[config.mk]
export PLATFORM = sky130hd
export DESIGN_NAME = alu_ctrl_muldiv_flat
export DESIGN_NICKNAME = d
export VERILOG_FILES = /design/src/rtl/alu_ctrl_muldiv_pkg.sv /design/src/rtl/alu_ctrl_muldiv_if.sv /design/src/rtl/alu_ctrl_muldiv_core.sv /design/src/rtl/alu_ctrl_muldiv.sv /design/src/flat_wrapper.sv
export SDC_FILE = /design/constraint.sdc
export NUM_CORES = 1
export LEC_CHECK = 0
export CORE_UTILIZATION = 35
export DETAILED_ROUTE_END_ITERATION = 7
export GPL_TIMING_DRIVEN = 0
export HOLD_SLACK_MARGIN = 0.03
export PLACE_DENSITY = 0.58
export REMOVE_ABC_BUFFERS = 1
export SYNTH_ARGS = -nofsm -noshare
export SYNTH_HDL_FRONTEND = slang
export SYNTH_SLANG_ARGS = --single-unit
[constraint.sdc]
create_clock -name clk -period 9.1 [get_ports clk]
set_input_delay 2.275 -clock clk [delete_from_list [all_inputs] [get_ports clk]]
set_output_delay 2.275 -clock clk [all_outputs]
set_load 0.03 [all_outputs]
[src/rtl/alu_ctrl_muldiv_pkg.sv]
`default_nettype none
// ============================================================================
//  Module   : alu_ctrl_muldiv_pkg
//  Purpose  : Shared constants and types for the ALU control / mul-div block:
//             ALU command codes, main-decoder aluop codes, R-type funct codes,
//             mul/div FSM state encoding and small funct classifiers.
//  Config   : ALU_DIV_EN - when defined, div/divu are recognised functs.
//  Revision : 1.0 - initial release
// ============================================================================
package alu_ctrl_muldiv_pkg;

    // ALU command codes
    localparam logic [3:0] ALU_AND = 4'b0000;
    localparam logic [3:0] ALU_OR  = 4'b0001;
    localparam logic [3:0] ALU_ADD = 4'b0010;
    localparam logic [3:0] ALU_SUB = 4'b0110;
    localparam logic [3:0] ALU_SLT = 4'b0111;
    localparam logic [3:0] ALU_NOR = 4'b1100;

    // Main-decoder ALU op codes
    localparam logic [1:0] ALUOP_ADD   = 2'b00;
    localparam logic [1:0] ALUOP_SUB   = 2'b01;
    localparam logic [1:0] ALUOP_RTYPE = 2'b10;
    localparam logic [1:0] ALUOP_ORI   = 2'b11;

    // R-type funct codes
    localparam logic [5:0] FUNCT_MFHI  = 6'd16;
    localparam logic [5:0] FUNCT_MTHI  = 6'd17;
    localparam logic [5:0] FUNCT_MFLO  = 6'd18;
    localparam logic [5:0] FUNCT_MTLO  = 6'd19;
    localparam logic [5:0] FUNCT_MULT  = 6'd24;
    localparam logic [5:0] FUNCT_MULTU = 6'd25;
    localparam logic [5:0] FUNCT_DIV   = 6'd26;
    localparam logic [5:0] FUNCT_DIVU  = 6'd27;
    localparam logic [5:0] FUNCT_ADD   = 6'd32;
    localparam logic [5:0] FUNCT_ADDU  = 6'd33;
    localparam logic [5:0] FUNCT_SUB   = 6'd34;
    localparam logic [5:0] FUNCT_SUBU  = 6'd35;
    localparam logic [5:0] FUNCT_AND   = 6'd36;
    localparam logic [5:0] FUNCT_OR    = 6'd37;
    localparam logic [5:0] FUNCT_NOR   = 6'd39;
    localparam logic [5:0] FUNCT_SLT   = 6'd42;
    localparam logic [5:0] FUNCT_SLTU  = 6'd43;

    // Mul/div sequencer states
    typedef enum logic [1:0] {
        ST_IDLE = 2'd0,
        ST_MUL  = 2'd1,
        ST_DIV  = 2'd2,
        ST_FIX  = 2'd3
    } md_state_e;

    // Operation descriptor handed to the iterative core
    typedef struct packed {
        logic is_div;
        logic is_signed;
    } md_op_t;

    // Functs that launch an iterative operation in this build
    function automatic logic funct_is_muldiv(input logic [5:0] f);
        logic r;
        r = (f == FUNCT_MULT) || (f == FUNCT_MULTU);
`ifdef ALU_DIV_EN
        r = r || (f == FUNCT_DIV) || (f == FUNCT_DIVU);
`endif
        return r;
    endfunction

    // Functs that move data to/from HI/LO
    function automatic logic funct_is_hilo(input logic [5:0] f);
        return (f == FUNCT_MFHI) || (f == FUNCT_MTHI) ||
               (f == FUNCT_MFLO) || (f == FUNCT_MTLO);
    endfunction

endpackage
`default_nettype wire

[src/rtl/alu_ctrl_muldiv_if.sv]
`default_nettype none
// ============================================================================
//  Module   : alu_ctrl_muldiv_if
//  Purpose  : EX-stage bundle between the pipeline and alu_ctrl_muldiv.
//  Ports    : master drives valid/aluop/funct/rs_val/rt_val and observes
//             alu_control/hilo_rdata/busy/stall/done/illegal; slave is the
//             mirror image used by the design.
//  Revision : 1.0 - initial release
// ============================================================================
interface alu_ctrl_muldiv_if #(
    parameter int XLEN = 32
);
    logic            valid;
    logic [1:0]      aluop;
    logic [5:0]      funct;
    logic [XLEN-1:0] rs_val;
    logic [XLEN-1:0] rt_val;
    logic [3:0]      alu_control;
    logic [XLEN-1:0] hilo_rdata;
    logic            busy;
    logic            stall;
    logic            done;
    logic            illegal;

    modport master (
        output valid, aluop, funct, rs_val, rt_val,
        input  alu_control, hilo_rdata, busy, stall, done, illegal
    );

    modport slave (
        input  valid, aluop, funct, rs_val, rt_val,
        output alu_control, hilo_rdata, busy, stall, done, illegal
    );
endinterface
`default_nettype wire

[src/rtl/alu_ctrl_muldiv_core.sv]
`default_nettype none
// ============================================================================
//  Module   : muldiv_core
//  Purpose  : Iterative multiply/divide unit owning the HI/LO registers.
//             Shift-add multiply and restoring divide over XLEN iterations,
//             followed by a sign-fix cycle that writes HI/LO.
//  Ports    : clk, rst_n (sync, active low); start_i/op_i/a_i/b_i launch an
//             op; wr_hi_i/wr_lo_i/wdata_i are mthi/mtlo writes (idle only);
//             busy_o/done_o status; hi_o/lo_o current HI/LO.
//  Config   : ALU_DIV_EN - builds the divider path; otherwise only multiply.
//  Revision : 1.0 - initial release
// ============================================================================
module muldiv_core
    import alu_ctrl_muldiv_pkg::*;
#(
    parameter int XLEN  = 32,
    parameter int CNT_W = $clog2(XLEN) + 1
) (
    input  wire logic            clk,
    input  wire logic            rst_n,
    input  wire logic            start_i,
    input  wire md_op_t          op_i,
    input  wire logic [XLEN-1:0] a_i,
    input  wire logic [XLEN-1:0] b_i,
    input  wire logic            wr_hi_i,
    input  wire logic            wr_lo_i,
    input  wire logic [XLEN-1:0] wdata_i,
    output logic                 busy_o,
    output logic                 done_o,
    output logic [XLEN-1:0]      hi_o,
    output logic [XLEN-1:0]      lo_o
);

    localparam logic [CNT_W-1:0] CNT_LAST = CNT_W'(XLEN - 1);

    md_state_e        state_q;
    logic [CNT_W-1:0] cnt_q;
    // {acc_q, wrk_q} is the double-width working register: product for
    // multiply, {partial remainder, dividend/quotient} for divide.
    logic [XLEN-1:0]  acc_q;
    logic [XLEN-1:0]  wrk_q;
    logic [XLEN-1:0]  opnd_q;     // multiplicand or divisor magnitude
    logic             neg_lo_q;   // negate product / quotient at fix
    logic             neg_hi_q;   // negate remainder at fix
    logic             is_mul_q;
    logic             busy_q;
    logic             done_q;
    logic [XLEN-1:0]  hi_q;
    logic [XLEN-1:0]  lo_q;

    logic             w_a_neg;
    logic             w_b_neg;
    logic [XLEN-1:0]  w_a_mag;
    logic [XLEN-1:0]  w_b_mag;
    logic [XLEN:0]    w_mul_sum;
    logic [2*XLEN-1:0] w_prod;
    logic [2*XLEN-1:0] w_prod_fix;

    always_comb begin
        w_a_neg    = op_i.is_signed & a_i[XLEN-1];
        w_b_neg    = op_i.is_signed & b_i[XLEN-1];
        w_a_mag    = w_a_neg ? -a_i : a_i;
        w_b_mag    = w_b_neg ? -b_i : b_i;
        // Carry out of the add is kept and shifted back into the top bit.
        w_mul_sum  = {1'b0, acc_q} + (wrk_q[0] ? {1'b0, opnd_q} : {(XLEN+1){1'b0}});
        w_prod     = {acc_q, wrk_q};
        w_prod_fix = neg_lo_q ? -w_prod : w_prod;
    end

`ifdef ALU_DIV_EN
    logic [XLEN:0]   w_div_sh;
    logic [XLEN+1:0] w_div_diff;
    logic            w_div_take;

    always_comb begin
        w_div_sh   = {acc_q, wrk_q[XLEN-1]};
        w_div_diff = {1'b0, w_div_sh} - {2'b00, opnd_q};
        // No borrow means the shifted remainder covers the divisor.
        w_div_take = ~w_div_diff[XLEN+1];
    end
`else
    logic w_unused_div;
    assign w_unused_div = op_i.is_div;
`endif

    always_ff @(posedge clk) begin
        if (!rst_n) begin
            state_q  <= ST_IDLE;
            cnt_q    <= '0;
            acc_q    <= '0;
            wrk_q    <= '0;
            opnd_q   <= '0;
            neg_lo_q <= 1'b0;
            neg_hi_q <= 1'b0;
            is_mul_q <= 1'b0;
            busy_q   <= 1'b0;
            done_q   <= 1'b0;
            hi_q     <= '0;
            lo_q     <= '0;
        end else begin
            done_q <= 1'b0;
            case (state_q)
                ST_IDLE: begin
                    if (start_i) begin
                        busy_q <= 1'b1;
                        cnt_q  <= CNT_LAST;
`ifdef ALU_DIV_EN
                        if (op_i.is_div) begin
                            is_mul_q <= 1'b0;
                            if (b_i == '0) begin
                                // Divide by zero skips iteration entirely.
                                acc_q    <= a_i;
                                wrk_q    <= '1;
                                neg_lo_q <= 1'b0;
                                neg_hi_q <= 1'b0;
                                state_q  <= ST_FIX;
                            end else begin
                                acc_q    <= '0;
                                wrk_q    <= w_a_mag;
                                opnd_q   <= w_b_mag;
                                neg_lo_q <= w_a_neg ^ w_b_neg;
                                neg_hi_q <= w_a_neg;
                                state_q  <= ST_DIV;
                            end
                        end else
`endif
                        begin
                            acc_q    <= '0;
                            wrk_q    <= w_b_mag;
                            opnd_q   <= w_a_mag;
                            neg_lo_q <= w_a_neg ^ w_b_neg;
                            neg_hi_q <= 1'b0;
                            is_mul_q <= 1'b1;
                            state_q  <= ST_MUL;
                        end
                    end else begin
                        if (wr_hi_i) hi_q <= wdata_i;
                        if (wr_lo_i) lo_q <= wdata_i;
                    end
                end
                ST_MUL: begin
                    acc_q <= w_mul_sum[XLEN:1];
                    wrk_q <= {w_mul_sum[0], wrk_q[XLEN-1:1]};
                    if (cnt_q == '0) state_q <= ST_FIX;
                    else             cnt_q   <= cnt_q - 1'b1;
                end
`ifdef ALU_DIV_EN
                ST_DIV: begin
                    acc_q <= w_div_take ? w_div_diff[XLEN-1:0] : w_div_sh[XLEN-1:0];
                    wrk_q <= {wrk_q[XLEN-2:0], w_div_take};
                    if (cnt_q == '0) state_q <= ST_FIX;
                    else             cnt_q   <= cnt_q - 1'b1;
                end
`endif
                ST_FIX: begin
                    if (is_mul_q) begin
                        {hi_q, lo_q} <= w_prod_fix;
                    end else begin
                        hi_q <= neg_hi_q ? -acc_q : acc_q;
                        lo_q <= neg_lo_q ? -wrk_q : wrk_q;
                    end
                    cnt_q   <= '0;
                    busy_q  <= 1'b0;
                    done_q  <= 1'b1;
                    state_q <= ST_IDLE;
                end
                default: state_q <= ST_IDLE;
            endcase
        end
    end

    assign busy_o = busy_q;
    assign done_o = done_q;
    assign hi_o   = hi_q;
    assign lo_o   = lo_q;

endmodule
`default_nettype wire

[src/rtl/alu_ctrl_muldiv.sv]
`default_nettype none
// ============================================================================
//  Module   : alu_ctrl_muldiv
//  Purpose  : EX-stage ALU control decode plus HI/LO mult/div front end.
//             Decodes aluop/funct into the ALU command, flags unknown R-type
//             functs, stalls HI/LO and mul/div requests while the iterative
//             unit is busy, and muxes HI/LO for mfhi/mflo.
//  Ports    : clk, rst_n (sync, active low); bus (alu_ctrl_muldiv_if.slave):
//             valid/aluop/funct/rs_val/rt_val in, alu_control/hilo_rdata/
//             busy/stall/done/illegal out.
//  Config   : ALU_DIV_EN - enables div/divu; otherwise they decode illegal.
//  Revision : 1.0 - initial release
// ============================================================================
module alu_ctrl_muldiv
    import alu_ctrl_muldiv_pkg::*;
#(
    parameter int XLEN  = 32,
    parameter int CNT_W = $clog2(XLEN) + 1
) (
    input  wire logic         clk,
    input  wire logic         rst_n,
    alu_ctrl_muldiv_if.slave  bus
);

    logic [3:0]      w_alu_ctrl;
    logic            w_known;
    logic            w_rtype;
    logic            w_busy;
    logic            w_done;
    logic            w_start;
    md_op_t          w_op;
    logic [XLEN-1:0] w_hi;
    logic [XLEN-1:0] w_lo;
    logic [XLEN-1:0] w_hilo;

    always_comb begin
        w_alu_ctrl = ALU_AND;
        w_known    = 1'b1;
        case (bus.aluop)
            ALUOP_ADD: w_alu_ctrl = ALU_ADD;
            ALUOP_SUB: w_alu_ctrl = ALU_SUB;
            ALUOP_ORI: w_alu_ctrl = ALU_OR;
            default: begin
                case (bus.funct)
                    FUNCT_ADD,  FUNCT_ADDU: w_alu_ctrl = ALU_ADD;
                    FUNCT_SUB,  FUNCT_SUBU: w_alu_ctrl = ALU_SUB;
                    FUNCT_AND:              w_alu_ctrl = ALU_AND;
                    FUNCT_OR:               w_alu_ctrl = ALU_OR;
                    FUNCT_NOR:              w_alu_ctrl = ALU_NOR;
                    FUNCT_SLT,  FUNCT_SLTU: w_alu_ctrl = ALU_SLT;
                    // HI/LO ops pass through the ALU as a harmless add.
                    FUNCT_MFHI, FUNCT_MTHI,
                    FUNCT_MFLO, FUNCT_MTLO,
                    FUNCT_MULT, FUNCT_MULTU: w_alu_ctrl = ALU_ADD;
`ifdef ALU_DIV_EN
                    FUNCT_DIV,  FUNCT_DIVU: w_alu_ctrl = ALU_ADD;
`endif
                    default: begin
                        w_alu_ctrl = ALU_AND;
                        w_known    = 1'b0;
                    end
                endcase
            end
        endcase
    end

    assign w_rtype = bus.valid && (bus.aluop == ALUOP_RTYPE);
    assign w_start = w_rtype && !w_busy && funct_is_muldiv(bus.funct);

    assign w_op.is_div    = (bus.funct == FUNCT_DIV) || (bus.funct == FUNCT_DIVU);
    assign w_op.is_signed = (bus.funct == FUNCT_MULT) || (bus.funct == FUNCT_DIV);

    muldiv_core #(
        .XLEN  (XLEN),
        .CNT_W (CNT_W)
    ) u_core (
        .clk     (clk),
        .rst_n   (rst_n),
        .start_i (w_start),
        .op_i    (w_op),
        .a_i     (bus.rs_val),
        .b_i     (bus.rt_val),
        .wr_hi_i (w_rtype && !w_busy && (bus.funct == FUNCT_MTHI)),
        .wr_lo_i (w_rtype && !w_busy && (bus.funct == FUNCT_MTLO)),
        .wdata_i (bus.rs_val),
        .busy_o  (w_busy),
        .done_o  (w_done),
        .hi_o    (w_hi),
        .lo_o    (w_lo)
    );

    // mfhi/mflo read only when the unit is idle; a stalled read returns 0.
    always_comb begin
        w_hilo = '0;
        if (w_rtype && !w_busy) begin
            if (bus.funct == FUNCT_MFHI)      w_hilo = w_hi;
            else if (bus.funct == FUNCT_MFLO) w_hilo = w_lo;
        end
    end

    assign bus.alu_control = w_alu_ctrl;
    assign bus.hilo_rdata  = w_hilo;
    assign bus.busy        = w_busy;
    assign bus.done        = w_done;
    assign bus.illegal     = w_rtype && !w_known;
    assign bus.stall       = w_rtype && w_busy &&
                             (funct_is_muldiv(bus.funct) || funct_is_hilo(bus.funct));

endmodule
`default_nettype wire

[src/flat_wrapper.sv]
// flat-port wrapper written by rule: the top's interface ports become plain ports
module alu_ctrl_muldiv_flat import alu_ctrl_muldiv_pkg::*;
#(
    parameter int XLEN  = 32,
    parameter int CNT_W = $clog2(XLEN) + 1
)
  (clk, rst_n, bus_valid, bus_aluop, bus_funct, bus_rs_val, bus_rt_val, bus_alu_control, bus_hilo_rdata, bus_busy, bus_stall, bus_done, bus_illegal);
  alu_ctrl_muldiv_if #(.XLEN(XLEN)) bus_i ();
  input  wire logic clk;
  input  wire logic rst_n;
  input wire logic [$bits(bus_i.valid)-1:0] bus_valid;
  input wire logic [$bits(bus_i.aluop)-1:0] bus_aluop;
  input wire logic [$bits(bus_i.funct)-1:0] bus_funct;
  input wire logic [$bits(bus_i.rs_val)-1:0] bus_rs_val;
  input wire logic [$bits(bus_i.rt_val)-1:0] bus_rt_val;
  output wire logic [$bits(bus_i.alu_control)-1:0] bus_alu_control;
  output wire logic [$bits(bus_i.hilo_rdata)-1:0] bus_hilo_rdata;
  output wire logic [$bits(bus_i.busy)-1:0] bus_busy;
  output wire logic [$bits(bus_i.stall)-1:0] bus_stall;
  output wire logic [$bits(bus_i.done)-1:0] bus_done;
  output wire logic [$bits(bus_i.illegal)-1:0] bus_illegal;
  assign bus_i.valid = bus_valid;
  assign bus_i.aluop = bus_aluop;
  assign bus_i.funct = bus_funct;
  assign bus_i.rs_val = bus_rs_val;
  assign bus_i.rt_val = bus_rt_val;
  assign bus_alu_control = bus_i.alu_control;
  assign bus_hilo_rdata = bus_i.hilo_rdata;
  assign bus_busy = bus_i.busy;
  assign bus_stall = bus_i.stall;
  assign bus_done = bus_i.done;
  assign bus_illegal = bus_i.illegal;
  alu_ctrl_muldiv #(.XLEN(XLEN), .CNT_W(CNT_W)) u_core (.clk(clk), .rst_n(rst_n), .bus(bus_i));
endmodule
Yosys cells after proc, flatten, opt, wreduce, memory -nomap -nowiden
Cells that the tools add are included.

word-level totals
  output and inout bits = 40
  flip-flop bits (word level) = 172
  input port bits = 75
  logic and storage cells = 114

operators by class
  reductions and logical operators = 34
  mux-type cells = 33
  bitwise gates (word level) = 3
  equality and inequality tests = 27
  add/subtract/negate cells = 6

operators with widths
  cell                 number
  $mux 32              15
  $pmux 32 s2          4
  $neg 32->32          3
  $mux 64              1
  $neg 64->64          1
  $eq 6x6->1 const B   9
  $eq 6x5->1 const B   7
  $add 32x32->33       1
  $pmux 4 s5           1
  $pmux 6 s3           1
  $reduce_or 15->1     1
  $mux 6               2
  $ne 2x2->1 const B   6
  $pmux 4 s3           1
  $reduce_and 3->1     3
  $logic_and 1x1->1    8
  $reduce_and 2->1     4
  $reduce_or 8->1      1
  $eq 2x2->1 const B   3
  $logic_not 6->1      1
  $logic_or 1x1->1     6
  $sub 6x1->6 const B  1
  $eq 2x1->1 const B   2
  $logic_not 2->1      2
  other kinds (11)     19

Longest topological paths before layout
Gate-level depths: netlist of the first run.

  word-level depth = 7
  gate-level depth with buffers = 14
  depth with buffers taken out = 12

Modules after synthesis
Synthesis of the first run repeated with hierarchy kept, for this count alone.

second synthesis, totals
  cell total of the unflattened synthesis = 1632
  area, all modules = 12451.9 sq um

by module, submodules not included
  module           times used  area each (sq um)  sequential area each (sq um)  cells an instance
  muldiv_core      1           11691.2            3443.3                        1528
  alu_ctrl_muldiv  1           760.7              0.0                           104

Worst setup path after synthesis of the first run
OpenSTA, ideal clock, no wires.

  path kind = in2out
  from = in bus_funct[1]
  to = out bus_alu_control[2]
  data required time = 6825 ps
  stages = 5
  path slack = 2858 ps
  arrival time = 3967 ps
  path buffers = 3
  cell sequence = clkbuf_1 -> clkbuf_1 -> clkbuf_1 -> nand4_1 -> o22ai_1

between the ends
  cells in the longest elaborated chain, start to end = 4
  elaborated cells on any way between the ends = 19
  classes of those cells = eq/ne: 14; mux: 2; reduce/logical: 3

RTL lines
  item                                                                        line                   text
  start: declaration                                                          flat_wrapper.sv:13     input wire logic [$bits(bus_i.funct)-1:0] bus_funct;
  $eq 6x5->1 / $eq 6x6->1 (equally long branches)                             alu_ctrl_muldiv.sv:44  case (bus.funct)
  $reduce_or 8->1 (no source line) / $reduce_or 2->1 (equally long branches)  --
  $pmux 4 s5 *                                                                alu_ctrl_muldiv.sv:44
  $pmux 4 s3 *                                                                alu_ctrl_muldiv.sv:39  case (bus.aluop)
  end: declaration                                                            flat_wrapper.sv:16     output wire logic [$bits(bus_i.alu_control)-1:0] bus_alu_control;

Every way passes the cells marked *; elsewhere a longest branch is shown, timed or not.

Final worst setup path of the first run
  from = in bus_funct[5]
  to = out bus_hilo_rdata[18]

between the ends
  cells in the longest elaborated chain, start to end = 4
  elaborated cells on any way between the ends = 5
  classes of those cells = eq/ne: 2; mux: 3

RTL lines
  item              line                   text
  $eq 6x5->1        alu_ctrl_muldiv.sv:97  else if (bus.funct == FUNCT_MFLO) w_hilo = w_lo;
  $mux 32           alu_ctrl_muldiv.sv:97
  $mux 32 *         alu_ctrl_muldiv.sv:96  if (bus.funct == FUNCT_MFHI) w_hilo = w_hi;
  $mux 32 *         alu_ctrl_muldiv.sv:95  if (w_rtype && !w_busy) begin
  end: declaration  flat_wrapper.sv:17     output wire logic [$bits(bus_i.hilo_rdata)-1:0] bus_hilo_rdata;

Marks and branches as above.

==> results.txt, run 1 <==
----------------------------------------------------
[Synth]
  Yosys top cell by area ... sky130_fd_sc_hd__dfxtp_1
  Share of the synthesized area in the top cell type ... 28.5%
  Mean area per synthesized cell ... 7.42 um2
  Sequential cell area fraction in the yosys report ... 28.5%
  Number of library cell types mapped by synthesis ... 69
  Netlist area before placement ... 12100 um2
  Largest cells by area after synthesis ... sky130_fd_sc_hd__dfxtp_1 (28%), sky130_fd_sc_hd__xor2_1 (6.5%), sky130_fd_sc_hd__nor2_1 (5.8%), sky130_fd_sc_hd__a21oi_1 (5.8%), sky130_fd_sc_hd__o21ai_0 (5.1%)
  Synthesis-stage register bit count ... 172
  Number of instances in the synthesized netlist ... 1630
  Async set-reset flop share out of synthesis ... 0%
  Primary flip-flop cell chosen by synthesis mapping ... sky130_fd_sc_hd__dfxtp_1
  Number of enable-type register cells in the synthesized netlist ... 0
  Count of synthesis-stage warnings from yosys ... 0

[Pwr]
  Leak pwr ... 5.16 nW
  Final Power ... 0.00276 W
  Maximum resistive drop on vdd ... 0.133 mV
  Power density over the cells ... 195 nW/um2

[Min path]
  Launch instance of the worst min-delay path ... u_core.u_core.opnd_q[0]$_SDFFE_PN0P_
  Worst hold path endpoint ... u_core.u_core.opnd_q[0]$_SDFFE_PN0P_
  Number of stages on the worst hold path ... 2
  Class of the tightest hold or removal check ... reg -> reg

[Critical path]
  Setup slack on the worst flop-to-flop path ... 4.05 ns
  Data arrival time of the critical path ... 5.78 ns
  Worst R2R Start ... u_core.u_core.state_q[1]$_SDFFE_PN0P_
  Endpoint of the most critical register-to-register path ... u_core.u_core.acc_q[25]$_SDFFE_PN0P_
  Startpoint-to-endpoint class of the critical path ... in -> out
  Delay of the slowest cell on the worst path ... 0.80 ns
  Element type at the critical path start ... input port
  Critical Path Fanout Max ... 32
  Worst path top cell family by delay ... simple AND/OR/NAND/NOR gates
  Worst path cell trace ... clkdlybuf4s50_1 > nand2b_1 > nor4_1 > nand3_2 > nor2_1 > clkdlybuf4s50_1
  Bufs and invs on worst path ... 2
  Cell count of the worst reg-to-reg path ... 8
  Endpoint kind of the worst setup timing path ... output pin
  Number of gates on the worst path with buffers counted ... 6
  Critical path data required time ... 6.83 ns
  Slowest-stage cell, CP ... sky130_fd_sc_hd__nor4_1
  Crit-path most repeated cell ... sky130_fd_sc_hd__clkdlybuf4s50_1

[Global route]
  Residual overflow from global routing ... 0
  Antenna violations before repair ... 0
  Met1 demand-to-capacity share in global routing ... 29.7%
  Most utilized layer in the global route result ... met2
  Met2 usage ... 35.5%
  Met3 Use GR ... 2.32%
  Number of global-route vias before repair ... 11.1k
  Overall fraction of global-route tracks in use ... 21.6%
  First-pass GRT wire length ... 61100 um
  Largest net degree at the start of global routing ... 71

[STA]
  Normalized max-slew margin ... 12.1%
  Worst slew pin tran ... 1.31 ns
  Setup repair after global routing missed its margin ... no
  Minimum hold slack ... 0.455 ns
  Achievable clock frequency ... 0.124 GHz
  Final setup violation count ... 0
  Total count of max-transition violations in the final report ... 0
  Post-route clock period utilization ... 88.5%
  Final worst path period need ... 8.05 ns
  Final count of hold timing violations ... 0
  Post-Route Skew ... 0.0239 ns

[Job]
  Number of maximum-capacitance violations ... 0

[Route]
  Number of routed nets with antenna violations ... 0
  DR pass1 iterations ... 5
  Drc violations ... 0
  Vias per inst ... 5.60
  Vias ... 11.9k
  Number of DRC markers after the initial detailed-route iteration ... 844
  Wirelength, routed ... 38500 um
  Wirelength per Cell ... 18.2 um

[Run status]
  Outcome ... finished, final reports clean

[Die]
  Horizontal die dimension ... 188 um
  Initial core utilization ... 35.8%
  Number of top-level pins ... 115
  Site Rows ... 67
  Total Die Area ... 35300 um2
  Die Ht ... 188 um
  Std-Cell Core Area ... 33800 um2

[Clock network]
  CTS H-Tree Depth ... 4
  CTS clock-pin slew for the worst setup and hold paths ... 0.07 ns
  Cell chosen for the clock root ... sky130_fd_sc_hd__clkbuf_16
  Buffers inserted during post-CTS setup optimization ... 0
  Count of clock tree sinks ... 172
  Total clock buffers created by CTS ... 17
  CTS Hold Bufs ... 0
  Maximum buffer depth of the clock tree ... 2
  Clock tree from TritonCTS ... done
  Number of resized instances in the post-cts repair step ... 0
  Clk_lat worst skew ... 0.45 ns

[Layout]
  Final Core Density ... 42.0%
  Filler cell count in the final layout ... 3477
  Fraction of final layout cells sized beyond drive strength 1 ... 4.20%
  Reg area ... 3440 um2
  Commonest cells after routing, fill and taps aside ... sky130_fd_sc_hd__nor2_1 (187), sky130_fd_sc_hd__dfxtp_1 (172), sky130_fd_sc_hd__nand2_1 (148), sky130_fd_sc_hd__a21oi_1 (139), sky130_fd_sc_hd__o21ai_0 (123)
  Net total in the final layout ... 1772
  Footprint of the multi-input gates ... 8130 um2
  Diodes inserted ... 0
  Final Non-Filler Cells ... 2116
  Synth-to-layout area growth ... 17.3%
  Most common cell after layout, fill and taps aside ... sky130_fd_sc_hd__nor2_1

[Placement]
  Cell Count Post-Placement ... 2084
  Count of input and output buffers ... 114
  Routability-driven placement congestion ratio ... 0.881
  Detail Placement HPWL ... 28200 um

----------------------------------------------------
[state kept, by name (all words and copies together) (netlist names)]
| signal | flops |
|---|---|
| u_core.u_core.acc_q | 32 |
| u_core.u_core.busy_o | 1 |
| u_core.u_core.cnt_q | 6 |
| u_core.u_core.done_o | 1 |
| u_core.u_core.hi_o | 32 |
| u_core.u_core.is_mul_q | 1 |
| u_core.u_core.lo_o | 32 |
| u_core.u_core.neg_lo_q | 1 |
| u_core.u_core.opnd_q | 32 |
| u_core.u_core.state_q | 2 |
| u_core.u_core.wrk_q | 32 |
[metrics by stage]
| stage | worst slack, ns | TNS (ns) | area [um2] |
|---|---|---|---|
| 2_1_floorplan | 2.46 | 0 | 11600 |
| 3_3_place_gp | -0.596 | -18.70 | 13400 |
| 3_5_place_dp | 0.626 | 0 | 13600 |
| 4_1_cts | 0.604 | 0 | 14200 |
| 5_1_grt | 0.826 | 0 | 14200 |
| 6_report | 1.05 | 0 | 14200 |
[worst max-delay path by stage]
stage / slack [ns] / end / startpoint
floorplan: 2.46 / bus_hilo_rdata[0] / bus_funct[5]
global placement: -0.60 / u_core.u_core.acc_q[5]$_SDFFE_PN0P_ / bus_funct[1]
detailed placement: 0.63 / bus_hilo_rdata[15] / bus_funct[5]
CTS: 0.60 / bus_hilo_rdata[18] / bus_funct[5]
global route: 0.83 / bus_hilo_rdata[15] / bus_funct[5]
finish: 1.05 / bus_hilo_rdata[18] / bus_funct[5]
[routing by layer]
| layer | vias up | share of wire, % |
|---|---|---|
| li1 | 5951 | - |
| met1 | 5559 | 47 |
| met2 | 304 | 46 |
| met3 | 43 | 4.7 |
| met4 | 0 | 1.9 |
| met5 | - | 0 |
[cell usage after synthesis (9+ instances only)]
cell and instances:
sky130_fd_sc_hd__clkbuf_1 108, sky130_fd_sc_hd__nor2_1 188, sky130_fd_sc_hd__and2_1 35, sky130_fd_sc_hd__xnor2_1 48, sky130_fd_sc_hd__mux2i_1 39, sky130_fd_sc_hd__a31oi_1 11, sky130_fd_sc_hd__o21ai_0 123, sky130_fd_sc_hd__o211ai_1 23
sky130_fd_sc_hd__nand3_1 64, sky130_fd_sc_hd__o41ai_1 14, sky130_fd_sc_hd__ha_1 41, sky130_fd_sc_hd__o31ai_1 45, sky130_fd_sc_hd__nand4_1 16, sky130_fd_sc_hd__or3_1 22, sky130_fd_sc_hd__inv_1 33, sky130_fd_sc_hd__dfxtp_1 172
sky130_fd_sc_hd__a21oi_1 140, sky130_fd_sc_hd__a22oi_1 9, sky130_fd_sc_hd__and3_1 9, sky130_fd_sc_hd__or4_1 21, sky130_fd_sc_hd__a21o_1 19, sky130_fd_sc_hd__nor3_1 24, sky130_fd_sc_hd__a211oi_1 65, sky130_fd_sc_hd__nor4_1 11
sky130_fd_sc_hd__xor2_1 90, sky130_fd_sc_hd__nand2_1 148
[cell families (layout without fill, tap and decap cells)]
| family | after synthesis | count (layout) | synth area share, % |
|---|---|---|---|
| adders and majority gates | 42 | 42 | 4.40 |
| buffers and inverters | 153 | 191 | 4.83 |
| AOI/OAI and AO/OA | 512 | 512 | 26.7 |
| muxes | 40 | 40 | 3.32 |
| and+or+nand+nor | 573 | 573 | 22.3 |
| DFF | 172 | 172 | 28.5 |
| xor gates and xnor gates | 138 | 138 | 9.99 |
[worst reg2reg max path, cell delays in order, from the launching register on]
cell                       delay (ns)
sky130_fd_sc_hd__dfxtp_1         0.37
sky130_fd_sc_hd__inv_1           0.10
sky130_fd_sc_hd__ha_2            0.80
sky130_fd_sc_hd__clkinv_1        1.10
sky130_fd_sc_hd__nor2_1          1.01
sky130_fd_sc_hd__nand2_1         0.69
sky130_fd_sc_hd__or3_1           0.54
sky130_fd_sc_hd__a41o_1          0.21
sky130_fd_sc_hd__o311ai_0        0.10
[power by group]
group | switching (W) | total, W | internal (W)
combinational | 0.000690 | 0.00104 | 0.000345
sequential | 0.0000954 | 0.000987 | 0.000891
clock | 0.000353 | 0.000741 | 0.000389
total | 0.00114 | 0.00276 | 0.00162
[final cells by class]
class                   count  share of cell area [%]
well taps                 448                    3.95
multi-input cells        1305                    57.3
clock buffers              18                    3.02
flip-flops and latches    172                    24.3
repair buffers            124                    9.45
inverters                  35                   0.943
clock inverters            14                    1.08
(Power assumes the default switching activity.)
==> inputs of run 2 (changes only) <==
- SYNTH_HIERARCHICAL: unset -> 1
==> run 2 against run 1 <==
Utilization decreased by 0.68 points; sequential share of layout area down 0.32 points; sequential power fell by 3.2%.
==> results.txt, run 2 <==
----------------------------------------------------
[Pwr]
  Maximum resistive drop on vdd ... 0.116 mV
  Leak pwr ... 5.15 nW
  Final Power ... 0.00267 W
  Power density over the cells ... 186 nW/um2

[Global route]
  Number of global-route vias before repair ... 11.1k
  Residual overflow from global routing ... 0
  Largest net degree at the start of global routing ... 106
  First-pass GRT wire length ... 61900 um
  Overall fraction of global-route tracks in use ... 21.6%
  Antenna violations before repair ... 0

[Die]
  Initial core utilization ... 35.8%
  Die Ht ... 191 um
  Horizontal die dimension ... 191 um
  Total Die Area ... 36300 um2
  Number of top-level pins ... 115
  Site Rows ... 68
  Std-Cell Core Area ... 34800 um2

[Job]
  Number of maximum-capacitance violations ... 0

[STA]
  Minimum hold slack ... 0.452 ns
  Normalized max-slew margin ... 6.88%
  Worst slew pin tran ... 1.39 ns
  Total count of max-transition violations in the final report ... 0
  Final worst path period need ... 7.38 ns
  Post-route clock period utilization ... 81.1%
  Final setup violation count ... 0
  Post-Route Skew ... 0.0117 ns
  Worst Setup Slack, final ... 1.72 ns
  Setup repair after global routing missed its margin ... no
  Final count of hold timing violations ... 0
  Achievable clock frequency ... 0.136 GHz

[Clock network]
  Number of resized instances in the post-cts repair step ... 0
  CTS clock-pin slew for the worst setup and hold paths ... 0.07 ns
  Cell chosen for the clock root ... sky130_fd_sc_hd__clkbuf_16
  Buffers inserted during post-CTS setup optimization ... 0
  Count of clock tree sinks ... 172
  Clk_lat worst skew ... 0.44 ns
  CTS H-Tree Depth ... 4
  Total clock buffers created by CTS ... 17
  Maximum buffer depth of the clock tree ... 2
  Clock tree from TritonCTS ... done
  CTS Hold Bufs ... 0

[Synth]
  Number of instances in the synthesized netlist ... 1631
  Netlist area before placement ... 12400 um2
  Mean area per synthesized cell ... 7.63 um2
  Count of synthesis-stage warnings from yosys ... 6

[Layout]
  Diodes inserted ... 0
  Synth-to-layout area growth ... 15.5%
  Commonest cells after routing, fill and taps aside ... sky130_fd_sc_hd__nor2_1 (186), sky130_fd_sc_hd__dfxtp_1 (172), sky130_fd_sc_hd__a21oi_1 (146), sky130_fd_sc_hd__nand2_1 (130), sky130_fd_sc_hd__o21ai_0 (114)
  Most common cell after layout, fill and taps aside ... sky130_fd_sc_hd__nor2_1
  Final Core Density ... 41.3%
  Fraction of final layout cells sized beyond drive strength 1 ... 5.21%
  Net total in the final layout ... 1774
  Final Non-Filler Cells ... 2126
  Filler cell count in the final layout ... 3560

[Placement]
  Routability-driven placement congestion ratio ... 0.860
  Detail Placement HPWL ... 28500 um
  Post-Place Worst Slack ... 1.77 ns
  Cell Count Post-Placement ... 2093
  Count of input and output buffers ... 114

[Route]
  Vias ... 12.1k
  Vias per inst ... 5.70
  Wirelength, routed ... 39400 um
  DR pass1 iterations ... 5
  Number of routed nets with antenna violations ... 0
  Number of DRC markers after the initial detailed-route iteration ... 963
  Wirelength per Cell ... 18.5 um
  Drc violations ... 0

[Min path]
  Number of stages on the worst hold path ... 2
  Class of the tightest hold or removal check ... reg -> reg

[Critical path]
  Cell count of the worst reg-to-reg path ... 7
  Endpoint kind of the worst setup timing path ... output pin
  Data arrival time of the critical path ... 5.10 ns
  Critical Path Fanout Max ... 32
  Element type at the critical path start ... input port
  Critical path data required time ... 6.83 ns
  Startpoint-to-endpoint class of the critical path ... in -> out

[Run status]
  Outcome ... finished, final reports clean

----------------------------------------------------
run 2: final timing paths:
check / start / slack, ns / to
hold reg to reg: u_core/u_core/opnd_q[0]$_SDFFE_PN0P_ / 0.45 / u_core/u_core/opnd_q[0]$_SDFFE_PN0P_
hold / removal: u_core/u_core/opnd_q[0]$_SDFFE_PN0P_ / 0.45 / u_core/u_core/opnd_q[0]$_SDFFE_PN0P_
setup reg to reg: u_core/u_core/state_q[1]$_SDFFE_PN0P_ / 4.67 / u_core/u_core/acc_q[26]$_SDFFE_PN0P_
setup / recovery: bus_funct[4] / 1.72 / bus_hilo_rdata[15]
run 2: where the power goes:
part | total, W | switching (W) | internal [W]
clock network | 0.000756 | 0.000335 | 0.000421
logic | 0.000960 | 0.000628 | 0.000332
registers | 0.000955 | 0.0000811 | 0.000874
total | 0.00267 | 0.00104 | 0.00163
run 2: routing by layer:
layer | GRT usage, % | up-vias | share of wire (%)
li1 | - | 5990 | -
met1 | 30.4 | 5725 | 48
met2 | 34.3 | 348 | 45
met3 | 2.48 | 47 | 4.7
met4 | 6.83 | 0 | 2.0
met5 | 0 | - | 0
run 2: final cells by class:
cell class	instances	area, um2	area share, %
Multi-Input combinational cell	1312	8340	58.0
Tap cell	455	569	3.96
Sequential cell	172	3440	23.9
Clock inverter	13	139	0.966
Clock buffer	19	453	3.15
Inverter	31	121	0.844
Timing Repair Buffer	124	1320	9.15
run 2: stage by stage:
| step | instance area (um2) | setup TNS [ns] |
|---|---|---|
| after floorplan | 11900 | 0 |
| after global placement | 13600 | -59.73 |
| after detailed placement | 13800 | 0 |
| after CTS | 14400 | 0 |
| after global routing | 14400 | 0 |
| final | 14400 | 0 |
run 2: worst max-delay path, stage by stage:
cell and delay [ns]:
sky130_fd_sc_hd__clkdlybuf4s50_1 0.52, sky130_fd_sc_hd__or3b_4 0.41, sky130_fd_sc_hd__or4b_4 0.77, sky130_fd_sc_hd__nor2_1 0.36, sky130_fd_sc_hd__clkdlybuf4s50_1 0.74
==> inputs of run 3 (changes only) <==
- clock period: 9.1 -> 7.22 ns (I/O delays scaled with it)
==> results of run 3 <==
Same layout as run 2 (identical final DEF). Status: finished, final reports clean.
Among the figures that moved: setup slack after placement 1.77 ns -> 0.825 ns; setup slack after layout 1.72 ns -> 0.783 ns; register-to-register setup slack 4.67 ns -> 2.79 ns; total power 0.00267 W -> 0.00337 W; worst IR drop on VDD 0.116 mV -> 0.147 mV
